<file path="config.mk">
export PLATFORM = sky130hd
export DESIGN_NAME = dataflow_mem_arbiter
export DESIGN_NICKNAME = d
export VERILOG_FILES = /design/src/rtl/dataflow_mem_arbiter.sv
export SDC_FILE = /design/constraint.sdc
export NUM_CORES = 1
export LEC_CHECK = 0
export ABC_CLOCK_PERIOD_IN_PS = 2400
export CORE_MARGIN = 5
export CORE_UTILIZATION = 30
export DETAILED_ROUTE_END_ITERATION = 16
export PLACE_DENSITY = 0.75
export SLEW_MARGIN = 10
export SYNTH_ARGS = -nofsm -noshare
export SYNTH_HDL_FRONTEND = slang
export SYNTH_SLANG_ARGS = --single-unit
</file>
<file path="constraint.sdc">
create_clock -name clock -period 2.4 [get_ports clock]
set_input_delay 0.36 -clock clock [delete_from_list [all_inputs] [get_ports clock]]
set_output_delay 0.36 -clock clock [all_outputs]
set_load 0.01 [all_outputs]
</file>
<file path="src/rtl/dataflow_mem_arbiter.sv">
// dataflow_mem_arbiter
//   Round-robin arbiter that hands one shared memory write channel to one of
//   PROC_NUM dataflow processes at a time. The owner streams a burst of
//   beats. The burst length is latched at grant time and clamped to
//   1..BURST_MAX. A sticky alarm reports backpressure that lasts long enough
//   to suggest a deadlock.
// Ports
//   clock, reset          : rising-edge clock, async active-high reset
//   req_vec/req_len       : per-process burst request and length (8b each)
//   req_data/_valid       : per-process beat data and valid
//   data_ready            : per-process beat accept (only the owner)
//   grant                 : registered one-hot owner, 0 when idle
//   mem_data/valid/ready  : shared memory channel handshake
//   burst_done            : pulse on the last beat of a burst
//   stall_alarm           : sticky, set after STALL_LIMIT stalled beats
module dataflow_mem_arbiter #(
  parameter int PROC_NUM    = 2,
  parameter int DATA_W      = 32,
  parameter int BURST_MAX   = 16,
  parameter int STALL_LIMIT = 1024
) (
  input  logic                       clock,
  input  logic                       reset,
  input  logic [PROC_NUM-1:0]        req_vec,
  input  logic [PROC_NUM*8-1:0]      req_len,
  input  logic [PROC_NUM*DATA_W-1:0] req_data,
  input  logic [PROC_NUM-1:0]        req_data_valid,
  output logic [PROC_NUM-1:0]        data_ready,
  output logic [PROC_NUM-1:0]        grant,
  output logic [DATA_W-1:0]          mem_data,
  output logic                       mem_valid,
  input  logic                       mem_ready,
  output logic                       burst_done,
  output logic                       stall_alarm
);

  localparam int PW = (PROC_NUM > 1) ? $clog2(PROC_NUM) : 1;
  localparam int SW = $clog2(STALL_LIMIT + 1);
  localparam logic [7:0]    BMAX = 8'(BURST_MAX);
  localparam logic [SW-1:0] SLIM = SW'(STALL_LIMIT);

  typedef enum logic {IDLE, BURST} state_t;

  state_t                state_q, state_d;
  logic [PROC_NUM-1:0]   grant_q, grant_d;
  logic [PW-1:0]         gidx_q, gidx_d;
  logic [PW-1:0]         rr_ptr_q, rr_ptr_d;
  logic [7:0]            beat_cnt_q, beat_cnt_d;
  logic [SW-1:0]         stall_cnt_q, stall_cnt_d;
  logic                  stall_alarm_q, stall_alarm_d;

  logic                  pick_found;
  logic [PW-1:0]         pick_idx, cand;
  logic [PROC_NUM-1:0]   pick_oh;
  logic [7:0]            raw_len, pick_len;
  logic                  beat;

  // Round-robin pick: first requester at or after rr_ptr, wrapping.
  always_comb begin
    pick_found = 1'b0;
    pick_idx   = '0;
    cand       = '0;
    pick_oh    = '0;
    raw_len    = '0;
    for (int k = 0; k < PROC_NUM; k++) begin
      cand = PW'((int'(rr_ptr_q) + k) % PROC_NUM);
      if (!pick_found && req_vec[cand]) begin
        pick_found = 1'b1;
        pick_idx   = cand;
      end
    end
    for (int k = 0; k < PROC_NUM; k++) begin
      if (pick_idx == PW'(k)) begin
        pick_oh[k] = 1'b1;
        raw_len    = req_len[k*8 +: 8];
      end
    end
    // Zero-length requests still move one beat; long ones are capped.
    if (raw_len == 8'd0)     pick_len = 8'd1;
    else if (raw_len > BMAX) pick_len = BMAX;
    else                     pick_len = raw_len;
  end

  // Channel mux: only the owner sees mem_ready, everything is 0 when idle.
  always_comb begin
    mem_valid  = 1'b0;
    mem_data   = '0;
    data_ready = '0;
    if (state_q == BURST) begin
      for (int k = 0; k < PROC_NUM; k++) begin
        if (gidx_q == PW'(k)) begin
          mem_valid     = req_data_valid[k];
          mem_data      = req_data[k*DATA_W +: DATA_W];
          data_ready[k] = mem_ready;
        end
      end
    end
  end

  assign beat       = mem_valid && mem_ready;
  assign burst_done = beat && (beat_cnt_q == 8'd1);

  always_comb begin
    state_d       = state_q;
    grant_d       = grant_q;
    gidx_d        = gidx_q;
    rr_ptr_d      = rr_ptr_q;
    beat_cnt_d    = beat_cnt_q;
    stall_cnt_d   = stall_cnt_q;
    stall_alarm_d = stall_alarm_q;
    case (state_q)
      IDLE: begin
        stall_cnt_d = '0;
        if (pick_found) begin
          state_d    = BURST;
          grant_d    = pick_oh;
          gidx_d     = pick_idx;
          beat_cnt_d = pick_len;
        end
      end
      BURST: begin
        if (beat) begin
          stall_cnt_d = '0;
          beat_cnt_d  = beat_cnt_q - 8'd1;
          if (beat_cnt_q == 8'd1) begin
            state_d  = IDLE;
            grant_d  = '0;
            rr_ptr_d = (gidx_q == PW'(PROC_NUM - 1)) ? '0 : gidx_q + 1'b1;
          end
        end else if (mem_valid && stall_cnt_q != SLIM) begin
          // Cycles without valid neither count nor clear the stall run.
          stall_cnt_d = stall_cnt_q + 1'b1;
        end
      end
      default: state_d = IDLE;
    endcase
    // Alarm flops on the same edge the counter hits the limit.
    if (stall_cnt_d == SLIM) stall_alarm_d = 1'b1;
  end

  always_ff @(posedge clock or posedge reset) begin
    if (reset) begin
      state_q       <= IDLE;
      grant_q       <= '0;
      gidx_q        <= '0;
      rr_ptr_q      <= '0;
      beat_cnt_q    <= '0;
      stall_cnt_q   <= '0;
      stall_alarm_q <= 1'b0;
    end else begin
      state_q       <= state_d;
      grant_q       <= grant_d;
      gidx_q        <= gidx_d;
      rr_ptr_q      <= rr_ptr_d;
      beat_cnt_q    <= beat_cnt_d;
      stall_cnt_q   <= stall_cnt_d;
      stall_alarm_q <= stall_alarm_d;
    end
  end

  assign grant       = grant_q;
  assign stall_alarm = stall_alarm_q;

endmodule
</file>
# Word-level counts from Yosys, hierarchy flattened
# Cells that the tools add are included.
# classes
reduce_logical,10
add_sub_neg,4
n_eq_ne,6
mux,35
magnitude_cmp,3
bitwise,1
# op_table
cell,n
two-way mux 32 bit,2
two-way mux 8 bit,5
two-way mux 11 bit,2
one-hot mux 11 bit (2 select lines),1
two-way mux 1 bit,18
one-hot mux 8 bit (2 select lines),1
"adder 11 x 1 -> 11 bit, second input constant",1
"== test 11 bit, second input constant",1
"!= test 11 bit, second input constant",1
"== test 8 x 1 -> 1 bit, second input constant",1
"> comparator 8 x 5 -> 1 bit, second input constant",1
logical NOT 8 bit,1
two-way mux 2 bit,4
"subtractor 8 x 1 -> 8 bit, second input constant",1
AND reduction 3 bit,2
logical AND 1 bit,4
"< comparator 1 x 2 -> 1 bit, second input constant",2
"!= test 2 x 1 -> 1 bit, second input constant",2
one-hot mux 2 bit (2 select lines),1
AND reduction 2 bit,2
"adder 1 bit, second input constant",2
"!= test 2 bit, second input constant",1
one-hot mux 1 bit (2 select lines),1
logical NOT 1 bit,1
NOT 1 bit,1
# totals
in_bits,87
reg_bits,25
elab_cells,66
out_inout_bits,39

# Longest topological paths before layout
# Gate-level depths: netlist (run 1).
# logic_depth
word_depth,12
mapped_depth,7

# Worst setup path before layout (run 1)
# OpenSTA, ideal clock, no wires.
# synth_path
path_kind,register -> register
from,register stall_cnt_q[4]
to,register stall_alarm_q (netlist: stall_alarm)
slack_ps,571
stages_incl_launch_ff,7
t_arrival_ps,1709
period_less_slack_ps,1829
path_cell_list,dfrtp_1 > clkbuf_1 > nand3_1 > or4_1 > buf_2 > a221o_1 > a41o_1
# synth_via
elab_chain_len,6
# synth_rtl
item,line,text
from (decl),49,"logic [SW-1:0] stall_cnt_q, stall_cnt_d;"
from (signal assigned),156,stall_cnt_q <= stall_cnt_d;
branches (longest 2 deep; another with adder 11 x 1 -> 11 bit),-,
two-way mux 11 bit (*),130,end else if (mem_valid && stall_cnt_q != SLIM) begin
two-way mux 11 bit (*),122,if (beat) begin
one-hot mux 11 bit (2 select lines) (*),111,case (state_q)
== test 11 bit (*),138,if (stall_cnt_d == SLIM) stall_alarm_d = 1'b1;
to (signal assigned),157,stall_alarm_q <= stall_alarm_d;
to (decl),50,"logic stall_alarm_q, stall_alarm_d;"
# Mark *: on every way between the ends.
# A chain may end at the register's enable or synchronous reset.

# Final worst setup path (run 1)
# layout_path
from,input req_data_valid[0]
to,output mem_valid
# layout_via
elab_chain_len,2
# layout_rtl
item,line,text
from (decl),27,"input logic [PROC_NUM-1:0] req_data_valid,"
two-way mux 1 bit,91,if (gidx_q == PW'(k)) begin
two-way mux 1 bit,89,if (state_q == BURST) begin
to (decl),31,"output logic mem_valid,"
# No other way between the ends.

==> results of run 1 <==
synthesized netlist by cell type (2+ instances only):
cell type   n  area [um2]
or3_1       5        31.3
nor4_1      7        43.8
ha_1        4        50.1
nor2b_1     2        12.5
dfrtp_1    25         626
o31ai_1     2        15.0
nand3_1     4        20.0
buf_2       2        10.0
inv_1      10        37.5
xnor2_1    11        96.3
nand2b_1    4        25.0
o21a_1      2        15.0
nand2_1    17        63.8
mux2i_1    40         400
nor4b_1     2        17.5
o311ai_0    2        17.5
o22ai_1     2        12.5
buf_1       4        15.0
xor2_1      2        17.5
a21oi_1     8        40.0
nand4_1     3        18.8
and3_1      2        12.5
nor3_1      9        45.0
clkbuf_1   11        41.3
o21ai_0     8        40.0
nor2_1     52         195
worst max-delay path by stage:
stage               endpoint  slack [ns]  depth (start not counted)
2_1_floorplan    stall_alarm        0.57                          6
3_3_place_gp      burst_done        0.09                          6
3_5_place_dp   beat_cnt_q[2]        0.07                          6
4_1_cts           burst_done        0.06                          5
5_1_grt            mem_valid        0.07                          6
6_report           mem_valid        0.14                          6
registers in the layout (all words and copies together), names as in the netlist:
name	cells
stall_cnt_q	11
beat_cnt_q	8
gidx_q	1
rr_ptr_q	1
state_q	1
stall_alarm	1
grant	2
worst max-delay path, stage by stage:
cell and delay [ns]:
clkdlybuf4s50_1 0.48, mux2i_1 0.11, nor2_1 0.18, buf_4 0.13, buf_4 0.10, clkdlybuf4s50_1 0.54
layout make-up:
| class | count | area [um2] | area share |
|---|---|---|---|
| clock buffer | 3 | 41.3 | 0.0115 |
| timing repair buffer | 140 | 1370 | 0.381 |
| multi-input combinational | 211 | 1380 | 0.386 |
| tap | 96 | 120 | 0.0335 |
| clock inverter | 1 | 5.00 | 0.00140 |
| sequential | 25 | 627 | 0.175 |
| inverter | 11 | 41.3 | 0.0115 |
kinds of logic after synthesis:
group	count (synthesis)	synth area share
simple gates	114	0.252
mux	41	0.193
compound gates	39	0.128
buf+inv	30	0.0564
flops	25	0.294
xor+xnor	13	0.0535
fa+ha+maj	4	0.0235
where the power goes:
part           leakage [nW]  switching, W  internal (W)
Sequential            0.312      0.000109      0.000510
Combinational          1.18      0.000747      0.000904
Clock                0.0255      0.000141      0.000116
layer usage:
| metal | wire length, um | share of wire |
|---|---|---|
| met1 | 3080 | 0.42 |
| met4 | 70 | 0.0096 |
| met5 | 0 | 0 |
| met3 | 549 | 0.075 |
| met2 | 3610 | 0.49 |
repair_timing:
action                                  4_1_cts  5_1_grt
setup buffers                                 0        2
endpoints found under the setup margin        0        6
gates resized for setup                       0        1
per-stage QoR:
step | utilization | power [W]
after floorplan | - | 0.00147
after global placement | 0.513 | 0.00224
after detailed placement | 0.513 | 0.00226
after CTS | 0.519 | 0.00253
after global routing | 0.522 | 0.00271
final | 0.522 | 0.00253
==> run_results.csv, run 1 <==
group,metric,value,unit
sta,setup_viol,0,
grt,antenna_found_initial,0,
drt,wl_per_cell,15.0,um
drt,num_vias,2395,
clock_network,cts_root_buffer,"clkbuf_8",
floorplan,core-area,6870,um2
worst_setup_path,worstSetupEndpointType,"output pin",
worst_setup_path,rrSetupSlack,0.39,ns
drt,ant_nets,0,
grt,grt_busiest_layer,"met2",
grt,met3_usage,0.0393,
finish,nFillCells,672,
job,cap_viol_max_count,0,
clock_network,cts_tree,"done",
place,port_buffers,125,
synth,ys_seq_area_frac,0.294,
outcome,run_status,"completed",
worst_setup_path,crit_arrival,1.90,ns
synth,ys_ff_latch,25,
synth,synth_nets,357,
sta,hold_viol_final,0,
grt,grt_pass1_wl,11.4,mm
worst_hold_path,hp-class,"in -> async",
place,placed_area,3520,um2
drt,wirelength,7.31,mm
pwr,power_leakage,1.52,nW
sta,finalCriticalPeriod,2.26,ns
clock_network,cts-hold-fix-buffers,0,
sta,slew-limit-headroom,0.618,
floorplan,row_count,30,
synth,yosys_warnings,0,
finish,postLayoutCellArea,3580,um2
finish,mostFrequentLayoutCells,"124 x clkdlybuf4s50_1, 52 x nor2_1, 40 x mux2i_1",
sta,skew,0.00367,ns
grt,grt_usage,0.155,
synth,yosys_most_used_dff,"dfrtp_1",
clock_network,ctsLongestPathBuffers,2,
synth,synth-edff-count,0,
sta,whs,0.438,ns
finish,final-instance-count-excl-fill,487,
place,place_inst,481,
worst_setup_path,startpoint_type,"input pin",
floorplan,initial_utilization,0.310,
synth,syn-cell-area,2130,um2
place,place_hpwl,5.85,mm
synth,ys_async_sr_fraction,1.00,
worst_setup_path,reg2reg_depth,6,
finish,area_growth,68.3,%
worst_setup_path,r2r_end,"stall_alarm",
finish,final_common_cell,"clkdlybuf4s50_1",
worst_setup_path,crit-reg2reg-launch,"gidx_q",
finish,num-nets-final,483,
clock_network,cts_buffers,3,
sta,tightest_slew,0.567,ns
sta,min_period_over_period,0.941,
synth,yosysUniqueCellTypes,52,
grt,grt_remaining_overflow,0,
floorplan,die_area,8880,um2
finish,drive_gt1_frac,0.0665,
clock_network,cts_sinks,25,
clock_network,clk_latency,0.27,ns
worst_setup_path,criticalPathCategory,"in -> out",
place,pre_cts_ws,0.0739,ns
grt,grt_max_degree,35,
clock_network,cts_max_level,1,
grt,grt_pass1_vias,2409,
sta,timing.setup.tns,0,ns
clock_network,cts.clk_slew.worst_paths,0.09,ns
sta,setup_ws,0.142,ns
grt,grt_util_met1,0.206,
drt,drc,0,
pwr,peakVddDrop,457,uV
sta,drv_slew,0,
drt,drt_pass1_iterations,4,
floorplan,ioPinCount,126,
sta,rsz0062_at_grt,"no",
sta,fmax,443,MHz
synth,syn_inst,266,
floorplan,dieWidth,94.3,um
place,routabilityCongestion,0.935,
finish,antennaDiodeCount,0,
drt,drtIter0Drc,129,
worst_setup_path,crit_required,2.04,ns
worst_setup_path,worstSetupStartpoint,"req_data_valid[0]",
synth,avgSynthCellArea,8.01,um2
grt,grtUsageMet2,0.263,
floorplan,chipHeight,94.3,um
drt,viasPerCell,4.92,
worst_setup_path,cp_max_fo,3,
pwr,p_per_area,705,nW/um2
Power figures use the tool's default switching activity.
==> run 2, diff against run 1 <==
--- a/config.mk
+++ b/config.mk
@@ -5,7 +5,6 @@
 export SDC_FILE = /design/constraint.sdc
 export NUM_CORES = 1
 export LEC_CHECK = 0
-export ABC_CLOCK_PERIOD_IN_PS = 2400
 export CORE_MARGIN = 5
 export CORE_UTILIZATION = 30
 export DETAILED_ROUTE_END_ITERATION = 16
==> results of run 2 <==
Final layout, timing and power as in run 1 (identical DEF).
